File: src/rtl/comm_pkg.sv
// Shared definitions for the inter-FPGA stroke link (receiver and transmitter).
// Packet layout is {x[9:0], y[8:0], color[3:0], width[2:0]}, sent MSB first.
package comm_pkg;
    localparam int DATA_WIDTH = 26;

    localparam int X_MSB     = 25;
    localparam int X_LSB     = 16;
    localparam int Y_MSB     = 15;
    localparam int Y_LSB     = 7;
    localparam int COLOR_MSB = 6;
    localparam int COLOR_LSB = 3;
    localparam int SW_MSB    = 2;
    localparam int SW_LSB    = 0;

    typedef enum logic [2:0] {
        IDLE,
        START,
        DATA,
        PARITY,
        STOP,
        BREAK
    } rx_state_t;
endpackage

File: src/rtl/rx_bit_timer.sv
// Bit-period timer for the stroke receiver: free-running cycle counter that the
// FSM restarts at each bit boundary, with half-period and full-period ticks.
module rx_bit_timer #(
    parameter int BIT_CYCLES = 100
) (
    input  logic clk_in,
    input  logic rst_n_in,
    input  logic restart,
    output logic half_tick,
    output logic full_tick
);
    // One extra count of headroom so the counter can sit one past the last tick.
    localparam int CW = $clog2(BIT_CYCLES + 1);
    localparam logic [CW-1:0] HALF_LAST = CW'(BIT_CYCLES / 2 - 1);
    localparam logic [CW-1:0] FULL_LAST = CW'(BIT_CYCLES - 1);

    logic [CW-1:0] cyc_cnt;

    always_ff @(posedge clk_in or negedge rst_n_in) begin
        if (!rst_n_in) begin
            cyc_cnt <= '0;
        end else if (restart) begin
            cyc_cnt <= '0;
        end else begin
            cyc_cnt <= cyc_cnt + CW'(1);
        end
    end

    assign half_tick = (cyc_cnt == HALF_LAST);
    assign full_tick = (cyc_cnt == FULL_LAST);
endmodule

File: src/rtl/stroke_packet_rx.sv
// Stroke-link serial receiver: recovers stroke packets from an oversampled
// start/data/parity/stop stream and flags parity and framing faults.
module stroke_packet_rx #(
    parameter int BIT_CYCLES    = 100,
    parameter int DATA_WIDTH    = 26,
    parameter int ERR_CNT_WIDTH = 8
) (
    input  logic                     clk_in,
    input  logic                     rst_n_in,
    input  logic                     data_in,
    output logic [DATA_WIDTH-1:0]    code_out,
    output logic                     new_code_out,
    output logic                     parity_err_out,
    output logic                     frame_err_out,
    output logic [ERR_CNT_WIDTH-1:0] err_count_out,
    output logic                     busy_out
);
    import comm_pkg::*;

    localparam int IDX_W = $clog2(DATA_WIDTH);
    localparam logic [IDX_W-1:0] IDX_LAST = IDX_W'(DATA_WIDTH - 1);

    rx_state_t             state;
    logic                  prev_q;
    logic [DATA_WIDTH-1:0] shreg;
    logic [IDX_W-1:0]      bit_idx;
    logic                  par_ok;
    logic                  half_tick;
    logic                  full_tick;
    logic                  restart;

    // The timer is held at zero while idle, so the start-bit half period is
    // measured from the cycle the falling edge is seen.
    always_comb begin
        restart = (state == IDLE) || (state == BREAK)
               || ((state == START) && half_tick)
               || (((state == DATA) || (state == PARITY)) && full_tick);
    end

    rx_bit_timer #(
        .BIT_CYCLES(BIT_CYCLES)
    ) u_timer (
        .clk_in   (clk_in),
        .rst_n_in (rst_n_in),
        .restart  (restart),
        .half_tick(half_tick),
        .full_tick(full_tick)
    );

    always_ff @(posedge clk_in or negedge rst_n_in) begin
        if (!rst_n_in) begin
            state          <= IDLE;
            prev_q         <= 1'b1;
            shreg          <= '0;
            bit_idx        <= '0;
            par_ok         <= 1'b0;
            code_out       <= '0;
            new_code_out   <= 1'b0;
            parity_err_out <= 1'b0;
            frame_err_out  <= 1'b0;
            err_count_out  <= '0;
            busy_out       <= 1'b0;
        end else begin
            prev_q         <= data_in;
            new_code_out   <= 1'b0;
            parity_err_out <= 1'b0;
            frame_err_out  <= 1'b0;
            case (state)
                IDLE: begin
                    if (prev_q && !data_in) begin
                        state    <= START;
                        busy_out <= 1'b1;
                    end
                end
                START: begin
                    if (half_tick) begin
                        if (data_in) begin
                            state    <= IDLE;
                            busy_out <= 1'b0;
                        end else begin
                            bit_idx <= '0;
                            state   <= DATA;
                        end
                    end
                end
                DATA: begin
                    if (full_tick) begin
                        shreg   <= {shreg[DATA_WIDTH-2:0], data_in};
                        bit_idx <= bit_idx + IDX_W'(1);
                        if (bit_idx == IDX_LAST) begin
                            state <= PARITY;
                        end
                    end
                end
                PARITY: begin
                    if (full_tick) begin
                        par_ok <= ~(^shreg ^ data_in);
                        state  <= STOP;
                    end
                end
                STOP: begin
                    if (full_tick) begin
                        if (data_in && par_ok) begin
                            code_out     <= shreg;
                            new_code_out <= 1'b1;
                            state        <= IDLE;
                            busy_out     <= 1'b0;
                        end else begin
                            // A bad stop bit masks any parity fault in the same frame.
                            if (data_in) begin
                                parity_err_out <= 1'b1;
                                state          <= IDLE;
                                busy_out       <= 1'b0;
                            end else begin
                                frame_err_out <= 1'b1;
                                state         <= BREAK;
                            end
                            if (err_count_out != '1) begin
                                err_count_out <= err_count_out + ERR_CNT_WIDTH'(1);
                            end
                        end
                    end
                end
                BREAK: begin
                    if (data_in) begin
                        state    <= IDLE;
                        busy_out <= 1'b0;
                    end
                end
                default: begin
                    state    <= IDLE;
                    busy_out <= 1'b0;
                end
            endcase
        end
    end
endmodule

File: config.mk
export PLATFORM = sky130hd
export DESIGN_NAME = stroke_packet_rx
export DESIGN_NICKNAME = d
export VERILOG_FILES = /design/src/rtl/comm_pkg.sv /design/src/rtl/rx_bit_timer.sv /design/src/rtl/stroke_packet_rx.sv
export SDC_FILE = /design/constraint.sdc
export NUM_CORES = 1
export LEC_CHECK = 0
export CAP_MARGIN = 25
export CORE_MARGIN = 3
export CORE_UTILIZATION = 40
export CTS_CLUSTER_DIAMETER = 120
export DETAILED_ROUTE_END_ITERATION = 6
export GPL_TIMING_DRIVEN = 1
export PLACE_DENSITY = 0.63
export RECOVER_POWER = 100
export SYNTH_ARGS = -nofsm -noshare
export SYNTH_HDL_FRONTEND = slang
export SYNTH_SLANG_ARGS = --single-unit
File: constraint.sdc
create_clock -name clk_in -period 2.1 [get_ports clk_in]
set_input_delay 0.21 -clock clk_in [delete_from_list [all_inputs] [get_ports clk_in]]
set_output_delay 0.21 -clock clk_in [all_outputs]
set_load 0.02 [all_outputs]
==> results of run 1 <==
-- report_power, final --
group | leakage (nW) | internal [mW] | switching (mW) | total [mW]
Sequential | 1.08 | 1.60 | 0.0502 | 1.65
Combinational | 1.03 | 0.105 | 0.178 | 0.283
Clock | 0.112 | 0.730 | 0.545 | 1.28
Total | 2.22 | 2.44 | 0.773 | 3.21
-- layer usage --
layer | global-route usage | wire (um) | vias to the layer above
li1 | - | - | 1080
met1 | 0.191 | 3090 | 1118
met2 | 0.203 | 2890 | 53
met3 | 0.0496 | 299 | 4
met4 | 0.0399 | 55 | 0
met5 | 0 | 0 | -
-- sequential cells by signal (all words and copies together), names as in the netlist --
| name | flops |
|---|---|
| bit_idx | 5 |
| busy_out | 1 |
| code_out | 26 |
| err_count_out | 8 |
| frame_err_out | 1 |
| new_code_out | 1 |
| par_ok | 1 |
| parity_err_out | 1 |
| prev_q | 1 |
| shreg | 26 |
| state | 3 |
| u_timer.cyc_cnt | 7 |
-- synthesized netlist by cell type, types with 3 or more instances --
cell type,instances
a21oi_1,6
ha_1,5
xnor2_1,30
nor2_1,19
nand2_1,15
buf_6,4
inv_1,7
xor2_1,6
nand4_1,4
and3_1,3
dfrtp_1,80
mux2_2,54
nand3_1,8
o21ai_0,3
-- cells by family (layout without fill, tap and decap cells) --
kind of cell / Yosys count / in the layout / synth area share
AO/OA/AOI/OAI: 23 / 23 / 0.0466
XOR/XNOR: 38 / 38 / 0.0987
adder cells (fa/ha/maj): 5 / 5 / 0.0171
buffers and inverters: 15 / 72 / 0.0243
flip-flops: 81 / 81 / 0.555
multiplexers: 54 / 54 / 0.166
AND/OR/NAND/NOR: 64 / 64 / 0.0915
-- through the flow --
step | setup slack [ps] | hold WS, ps | util
2_1_floorplan | 188 | -85.6 | -
3_5_place_dp | 59.5 | 209 | 0.480
6_report | 111 | 475 | 0.505
5_1_grt | 12.0 | 501 | 0.505
3_3_place_gp | 119 | 205 | 0.480
4_1_cts | 51.5 | 367 | 0.507
-- layout make-up --
class	count	area, um2	area share
tap	108	135	0.0304
clock buffer	11	151	0.0341
sequential	81	2030	0.456
multi-input combinational	184	1530	0.345
timing repair buffer	50	494	0.111
inverter	7	26.3	0.00591
clock inverter	4	76.3	0.0172
-- critical path, stage by stage (launching register included) --
cell and delay (ps):
dfrtp_1 430, ha_1 270, and4b_2 280, and2_4 190, nand3_1 130, buf_12 210
mux2_2 360
-- path summary, 6_finish.rpt --
| kind | start | to | depth (start not counted) |
|---|---|---|---|
| max in group asynchronous | rst_n_in | frame_err_out$_DFF_PN0_ | 3 |
| max reg2reg | u_timer.cyc_cnt[0]$_DFF_PN0_ | shreg[5]$_DFFE_PN0P_ | 6 |
| max | u_timer.cyc_cnt[0]$_DFF_PN0_ | shreg[5]$_DFFE_PN0P_ | 6 |
| min in group asynchronous | rst_n_in | code_out[11]$_DFFE_PN0P_ | 2 |
| min | par_ok$_DFFE_PN0P_ | parity_err_out$_DFF_PN0_ | 1 |
| min reg2reg | par_ok$_DFFE_PN0P_ | parity_err_out$_DFF_PN0_ | 1 |
-- what timing repair did --
action,in CTS,in global routing
endpoints found under the setup margin,0,9
hold endpoints to repair,35,0
resized for setup,0,1
hold buffers,1,0
-- cells in the final DEF (no fill, tap or decap), types with 2 or more instances in the layout --
cell type | netlist | final
dfrtp_1 | 80 | 80
mux2_2 | 54 | 54
dlygate4sd3_1 | 0 | 40
xnor2_1 | 30 | 30
nor2_1 | 19 | 19
nand2_1 | 15 | 15
clkbuf_8 | 0 | 11
nand3_1 | 8 | 9
inv_1 | 7 | 7
a21oi_1 | 6 | 6
xor2_1 | 6 | 6
ha_1 | 5 | 5
buf_4 | 0 | 5
nand4_1 | 4 | 4
and3_1 | 3 | 3
o21ai_0 | 3 | 3
nor2b_1 | 2 | 2
nand4b_1 | 2 | 2
xnor3_1 | 2 | 2
a21o_1 | 2 | 2
a22oi_1 | 2 | 2
o22ai_1 | 2 | 2
a211oi_1 | 2 | 2
bufinv_16 | 0 | 2
buf_12 | 0 | 2
==> summary.md, run 1 <==
| Metric | Value |
|---|---|
| Status | completed |
| HP Class | register to register |
| Seq/Total Area, Yosys | 0.555 |
| Pwr per Cell Area | just over 700 nW/um2 |
| Port buffer count | 40 |
| Global-route wire length before repair | 11.2 mm |
| Clk buf depth | 2 |
| Worst Path Required | roughly 2300 ps |
| Synth Net Count | 288 |
| F_max | between 0.5 and 0.6 GHz |
| Reg-to-reg setup timing slack | about 110 ps |
| H-tree depth | 3 |
| TritonCTS Sinks | just over 80 |
| Fin. max-slew vios | 0 |
| Gr usage total | 0.137 |
| Crit path max fanout | 29 |
| Synth Instances | 280 |
| Synth Warn # | 0 |
| Clock buffer count from CTS | 9 |
| Initial antenna violation count | 0 |
| DR pass1 iterations | 4 |
| RSZ-0062 raised after global routing | false |
| Worst slew margin | 0.405 |
| Final WL | about 6.3 mm |
| Share of the synthesized area in the top cell type | 0.548 |
| Leak | 2.22 nW |
| Vias per cell | ~5.1 |
| Post-Place Cells | between 400 and 500 |
| Yosys cell types | 39 |
| Syn Area/Cell | ~13 um2 |
| Row cnt | 34 |
| Vias in the first global route | between 2k and 2.5k |
| Fill cells | between 700 and 800 |
| Routed len/inst | between 10 and 15 um |
| Die Span Y | about 100 um |
| I/O Pins | between 40 and 50 |
| Crit path time final | about 2000 ps |
| Synth async-reset ratio | 1.00 |
| Number of setup violations in the final report | 0 |
| CTS Root Cell | clkbuf_8 |
| Initial DRC count | between 80 and 90 |
| Antenna viol nets, final | 0 |
| CTS clock-pin slew for the worst setup and hold paths | approximately 70 ps |
| Layout cell share with drive strength beyond 1 | 0.252 |
| #FFs+latches synth | between 80 and 90 |
| Global placer's final weighted congestion | 0.785 |
| Detailed Place HPWL | about 4.3 mm |
| Worst-Skew Late Latency | about 340 ps |
| Tot Pwr | 3.21 mW |
| Crit end category | register |
| Vias | 2255 |
| Placed inst area | 4230 um2 |
| Setup TNS | 0 ps |
| Worst Setup Start Kind | register |
| Worst vdd ir | approximately 0.45 mV |
| DRC Markers | 0 |
| Area Overhead vs Synth | 21.7% |
| Synth area leader | dfrtp_1 |
| Largest net degree at the start of global routing | 47 |
| Post-CTS setup buffers | 0 |
| Final hold vios | 0 |
| TritonCTS clock tree | yes |
| Most used flip-flop cell after synthesis | dfrtp_1 |
| Chip Width | roughly 100 um |
| Design Area, Final | ~4400 um2 |
| Tightest Pin Transition | about 900 ps |
| Number of max-cap violations | 0 |
| Post-synth EDFFs | 0 |
| Core area | between 8000 and 9000 um2 |
| Die area | ~10000 um2 |
| Nets | 341 |
| Initial core utilization | 0.415 |
| Area contributors post-synth | dfrtp_1, mux2_2, xnor2_1 |
| Crit path DAT | approximately 2200 ps |
| Post-Layout Cell Count | 445 |
| Ant diodes | 0 |
| Period utilization | 0.947 |
| CP Class | register to register |
| Layout Skew | approximately 8.7 ps |
| GRT overflow | 0 |
| Post-Syn Area | around 3700 um2 |
Note: power is estimated with default switching activity, not from simulation.
==> run 2: changes to the inputs <==
CORE_UTILIZATION = 50   (was 40)
PLACE_DENSITY = 0.78   (was 0.63)
SETUP_SLACK_MARGIN = 0.05   (was default)
clock period = 1.73 ns   (was 2.1 ns; I/O delays follow)
==> summary.md, run 2 (synthesis gave the netlist of run 1 again) <==
| Metric | Value |
|---|---|
| Status | complete, but fails checks |
| Failing checks | setup timing |
| Vias per cell | between 5 and 6 |
| Antenna viol nets, final | 0 |
| Die area | 8370 um2 |
| DR pass1 iterations | 4 |
| Initial DRC count | about 110 |
| Largest regs | code_out x26, shreg x26, err_count_out x8 |
| Detailed Place HPWL | approximately 4.8 mm |
| Area Overhead vs Synth | 37.6% |
| Fill cells | about 450 |
| Final WL | roughly 8.0 mm |
| Crit path max fanout | 7 |
| CTS Root Cell | clkbuf_8 |
| R2r startpoint | u_timer.cyc_cnt[1]$_DFF_PN0_ |
| Largest net degree at the start of global routing | 50 |
| Internal power | a little under 3 mW |
| Initial antenna violation count | 0 |
| Core area | about 7000 um2 |
| Crit path DAT | between 2000 and 2500 ps |
| Layout Skew | ~11 ps |
| TritonCTS Sinks | roughly 80 |
| Vias in the first global route | approximately 2.5k |
| Clk buf depth | 2 |
| Number of setup violations in the final report | 66 |
| Period utilization | 1.05 |
| Row cnt | 30 |
| Final hold vios | 0 |
| Sequential standard cell area | around 2000 um2 |
| I/O Pins | between 40 and 50 |
| WL met2 | between 4 and 5 mm |
| Routed length on met1 | around 3.5 mm |
| Initial core utilization | 0.526 |
| Crit end category | register |
| Setup TNS | -3810 ps |
| Gr usage total | 0.186 |
| Commonest non-fill, non-tap cell in the layout | dfrtp_1 |
| Reg-to-reg setup timing slack | -90 ps |
| Crit path time final | roughly 1800 ps |
| RSZ-0062 raised after global routing | true |
| Chip Width | ~90 um |
| Sw Pwr | 1.11 mW |
| Worst Path Required | ~2000 ps |
| Ant diodes | 0 |
| Final Core Density | 0.724 |
| CTS clock-pin slew for the worst setup and hold paths | around 80 ps |
| Post-Place Cells | between 400 and 500 |
| Worst Setup Start Kind | register |
| Worst R2R Path Depth | 6 |
| Global placer's final weighted congestion | roughly 0.81 |
| Global-route wire length before repair | 12.3 mm |
| Gate power share | 0.156 |
| Sw frac | 0.273 |
| Top Metal Used | met4 |
| Nets | 391 |
| DRC Markers | 0 |
| HP Class | input port to async pin |
| Sequential power share | 0.491 |
| Clock buffer count from CTS | 9 |
| Vias | ~2.5k |
| Area of the multi-input gates | ~1700 um2 |
| Number of max-cap violations | 0 |
| Port buffer count | 40 |
| Layout cell share with drive strength beyond 1 | 0.407 |
| Routed len/inst | approximately 16 um |
| Worst-Skew Late Latency | between 300 and 400 ps |
| Met3 Wirelength | around 300 um |
| Worst slew margin | 0.437 |
| GRT overflow | 0 |
| Commonest non-fill, non-tap cells in the layout | dfrtp_1, mux2_2, buf_4 |
| Post-Layout Cell Count | roughly 480 |
| CP Class | register to register |
| Tightest Pin Transition | around 840 ps |
| Place WS | -211 ps |
| Fin. max-slew vios | 0 |
| Leak | about 2.4 nW |
| Pwr per Cell Area | 807 nW/um2 |
| H-tree depth | 3 |
| Worst vdd ir | approximately 0.57 mV |
| R2r endpoint | code_out[6]$_DFFE_PN0P_ |
| Final Worst Setup Slack | -88.6 ps |
| Die Span Y | around 91 um |
| Clock power frac | 0.353 |
| TritonCTS clock tree | yes |
| F_max | around 0.55 GHz |
## run 2: changes by cell type in the layout (fill, tap and decap cells not counted), sizes merged
cell / before / now
buf: 7 / 56
dlygate4sd3: 40 / 2
clkdlybuf4s50: 0 / 37
clkbuf: 14 / 16
clkinv: 1 / 3
bufinv: 2 / 1
clkinvlp: 1 / 0
inv: 7 / 8
## run 2: worst max-delay path by stage
stage                                    end  slack [ps]  depth (start not counted)                         start
floorplan           code_out[10]$_DFFE_PN0P_         -90                          6  u_timer.cyc_cnt[0]$_DFF_PN0_
global route          bit_idx[3]$_DFFE_PN0P_        -190                          7  u_timer.cyc_cnt[1]$_DFF_PN0_
finish               code_out[6]$_DFFE_PN0P_         -90                          6  u_timer.cyc_cnt[1]$_DFF_PN0_
global placement          par_ok$_DFFE_PN0P_        -180                          6                       data_in
detailed placement        par_ok$_DFFE_PN0P_        -210                          6                       data_in
CTS                    shreg[14]$_DFFE_PN0P_         -70                          6  u_timer.cyc_cnt[1]$_DFF_PN0_
## run 2: routing by layer
layer  vias to the layer above  global-route usage
met5                         -                   0
met4                         0              0.0628
met3                        12              0.0489
met2                        64               0.294
met1                      1260               0.249
li1                       1184                   -
## run 2: final cells by class
| class | instances | share of cell area |
|---|---|---|
| clock inverters | 5 | 0.0127 |
| well taps | 96 | 0.0239 |
| inverters | 7 | 0.00523 |
| clock buffers | 11 | 0.0281 |
| repair buffers | 100 | 0.193 |
| multi-input cells | 184 | 0.333 |
| flip-flops and latches | 81 | 0.404 |
## run 2: timing repair
| item | 4_1_cts | 5_1_grt |
|---|---|---|
| resized for setup | 10 | 25 |
| endpoints found under the setup margin | 71 | 77 |
| hold buffers | 1 | 0 |
| hold endpoints to repair | 31 | 0 |
| buffers inserted | 4 | 4 |
| pin swaps | 7 | 16 |
| cloned | 1 | 4 |
## run 2: metrics by stage
stage / hold slack (ps) / total power [mW] / cell area, um2
final: 460 / 4.06 / 5020
after global routing: 494 / 4.22 / 5020
after CTS: 312 / 3.96 / 4830
after detailed placement: 147 / 2.51 / 4510
after global placement: 147 / 2.49 / 4510
after floorplan: -123 / 2.28 / 3680
## run 2: critical path, cell delays in order (launching register included)
cell and delay, ps:
dfrtp_1 380, ha_2 190, and4b_2 280, and2_4 210, nand3_4 150, clkbuf_16 220, mux2_2 270
## run 2: power by group through the flow
stage                     logic [mW]  clock network [mW]  registers (mW)
after CTS                      0.522                1.46            1.98
after detailed placement       0.483                   0            2.03
after global placement         0.467                   0            2.02
final                          0.634                1.43            1.99
after global routing           0.687                1.54            1.99
after floorplan                0.240                   0            2.04
==> run 3: changes to the inputs <==
CORE_MARGIN = 1.5   (was 3)
==> summary.md, run 3 (synthesis gave the netlist of run 1 again) <==
| Metric | Value |
|---|---|
| Global-route wire length before repair | 12.2 mm |
| Hold Path Cell Cnt | 1 |
| Period utilization | 1.05 |
| Chip Width | just under 90 um |
| Crit end category | register |
| Clk buf depth | 2 |
| CP Class | register to register |
| Die area | around 8000 um2 |
| I/O Pins | just over 40 |
| DRC Markers | 0 |
| Worst R2R Path Depth | 6 |
| Worst slew margin | 0.277 |
| Worst-Skew Late Latency | 350 ps |
| Max stage delay cell, worst path | dfrtp_1 |
| Initial antenna violation count | 0 |
| Vias | 2540 |
| Global placer's final weighted congestion | around 0.85 |
| Final hold vios | 0 |
| Vias per cell | between 5 and 6 |
| Critical Path End | shreg[6]$_DFFE_PN0P_ |
| Ant diodes | 0 |
| R2r endpoint | shreg[6]$_DFFE_PN0P_ |
| CTS clock-pin slew for the worst setup and hold paths | 80 ps |
| Layout Skew | ~9 ps |
| Vias in the first global route | 2552 |
| Die Span Y | roughly 90 um |
| Placed inst area | 4540 um2 |
| Gr usage total | 0.206 |
| Routed len/inst | roughly 16 um |
| Design Area, Final | 5000 um2 |
| Worst path cell trace | ha_2, and4b_2, and2_4, nand3_4, clkbuf_16, mux2_2 |
| TritonCTS clock tree | yes |
| Pwr per Cell Area | 802 nW/um2 |
| Status | complete, but fails checks |
| TritonCTS Sinks | 81 |
| Worst vdd ir | between 0.6 and 0.7 mV |
| Worst path max stage delay | 410 ps |
| CTS Root Cell | clkbuf_8 |
| Largest regs | code_out x26, shreg x26, err_count_out x8 |
| CP Launch Point | u_timer.cyc_cnt[1]$_DFF_PN0_ |
| Largest net degree at the start of global routing | 82 |
| Crit path DAT | between 2000 and 2500 ps |
| Core area | between 6000 and 7000 um2 |
| Tightest Pin Transition | 1080 ps |
| F_max | about 0.55 GHz |
| R2r startpoint | u_timer.cyc_cnt[1]$_DFF_PN0_ |
| Number of max-cap violations | 0 |
| Nets | 390 |
| Area Overhead vs Synth | 36.8% |
| Detailed Place HPWL | 4.73 mm |
| Fin. max-slew vios | 0 |
| Port buffer count | 40 |
| Worst Path Required | roughly 2000 ps |
| Layout cell share with drive strength beyond 1 | 0.407 |
| Row cnt | 30 |
| Final Worst Setup Slack | -93.6 ps |
| Commonest non-fill, non-tap cell in the layout | dfrtp_1 |
| Commonest non-fill, non-tap cells in the layout | dfrtp_1, mux2_2, buf_4 |
| Crit path time final | 1820 ps |
| Place WS | -220 ps |
| Antenna viol nets, final | 0 |
| RSZ-0062 raised after global routing | true |
| H-tree depth | 3 |
| Initial core utilization | 0.526 |
| Failing checks | setup timing |
| Leak | 2.55 nW |
| Fill cells | between 400 and 500 |
| GRT overflow | 0 |
| DR pass1 iterations | 4 |
| Initial DRC count | 88 |
| Reg-to-reg setup timing slack | -90 ps |
| HP Class | register to register |
| Number of setup violations in the final report | 63 |
| Clock buffer count from CTS | 9 |
| Final WL | a little under 8 mm |
| Crit path max fanout | 7 |
| Final Core Density | 0.719 |
| Worst Setup Start Kind | register |
-- run 3: changes by cell type in the layout (fill, tap and decap cells not counted), sizes merged --
cell / previous run / this run
dlygate4sd3: 2 / 35
clkdlybuf4s50: 37 / 5
buf: 56 / 51
clkbuf: 16 / 18
clkinvlp: 0 / 1
inv: 8 / 7
-- run 3: layout make-up --
class                   count  area [um2]  share of cell area
inverters                   7        26.3             0.00526
multi-input cells         184        1690               0.339
flip-flops and latches     81        2030               0.406
clock inverters             5        56.3              0.0113
clock buffers              10         138              0.0275
repair buffers             99         932               0.187
well taps                  96         120              0.0240
-- run 3: layer usage --
layer | track usage | wire length [um] | vias up
met5 | 0 | 0 | -
met4 | 0.0767 | 205 | 0
met3 | 0.0448 | 339 | 19
met2 | 0.342 | 3880 | 69
met1 | 0.268 | 3460 | 1274
li1 | - | - | 1178
-- run 3: how the worst min path moves through the flow --
stage,start,endpoint,slack (ps)
2_1_floorplan,rst_n_in,bit_idx[0]$_DFFE_PN0P_,-120
4_1_cts,rst_n_in,state[1]$_DFFE_PN0P_,410
3_5_place_dp,rst_n_in,state[1]$_DFFE_PN0P_,240
5_1_grt,par_ok$_DFFE_PN0P_,parity_err_out$_DFF_PN0_,490
3_3_place_gp,rst_n_in,state[1]$_DFFE_PN0P_,230
6_report,par_ok$_DFFE_PN0P_,parity_err_out$_DFF_PN0_,470
-- run 3: critical path, delay by kind of cell, from the launching register on --
kind                       cells  cell delay [ps]
DFF                            1              410
buffers and inverters          1              180
muxes                          1              330
adders and majority gates      1              210
and+or+nand+nor                3              580
-- run 3: per-stage QoR --
stage,TNS [ps],total power [mW],cells,hold slack [ps]
after floorplan,-2850,2.28,280,-123
after global placement,-2470,2.50,457,232
after detailed placement,-4360,2.53,457,237
after CTS,-2790,4.00,477,407
after global routing,-7890,4.18,482,486
final,-3830,4.01,482,469
-- run 3: timing repair --
action / CTS / global route
gates cloned: 1 / 3
endpoints found under the hold margin: 80 / 0
setup buffers: 3 / 2
pin swaps: 8 / 14
hold buffers: 1 / 0
gates resized for setup: 16 / 19
endpoints found under the setup margin: 72 / 75
-- run 3: power breakdown --
| group | total, mW | switching [mW] | internal (mW) |
|---|---|---|---|
| combinational | 0.633 | 0.338 | 0.295 |
| clock | 1.39 | 0.692 | 0.696 |
| sequential | 1.99 | 0.0399 | 1.95 |
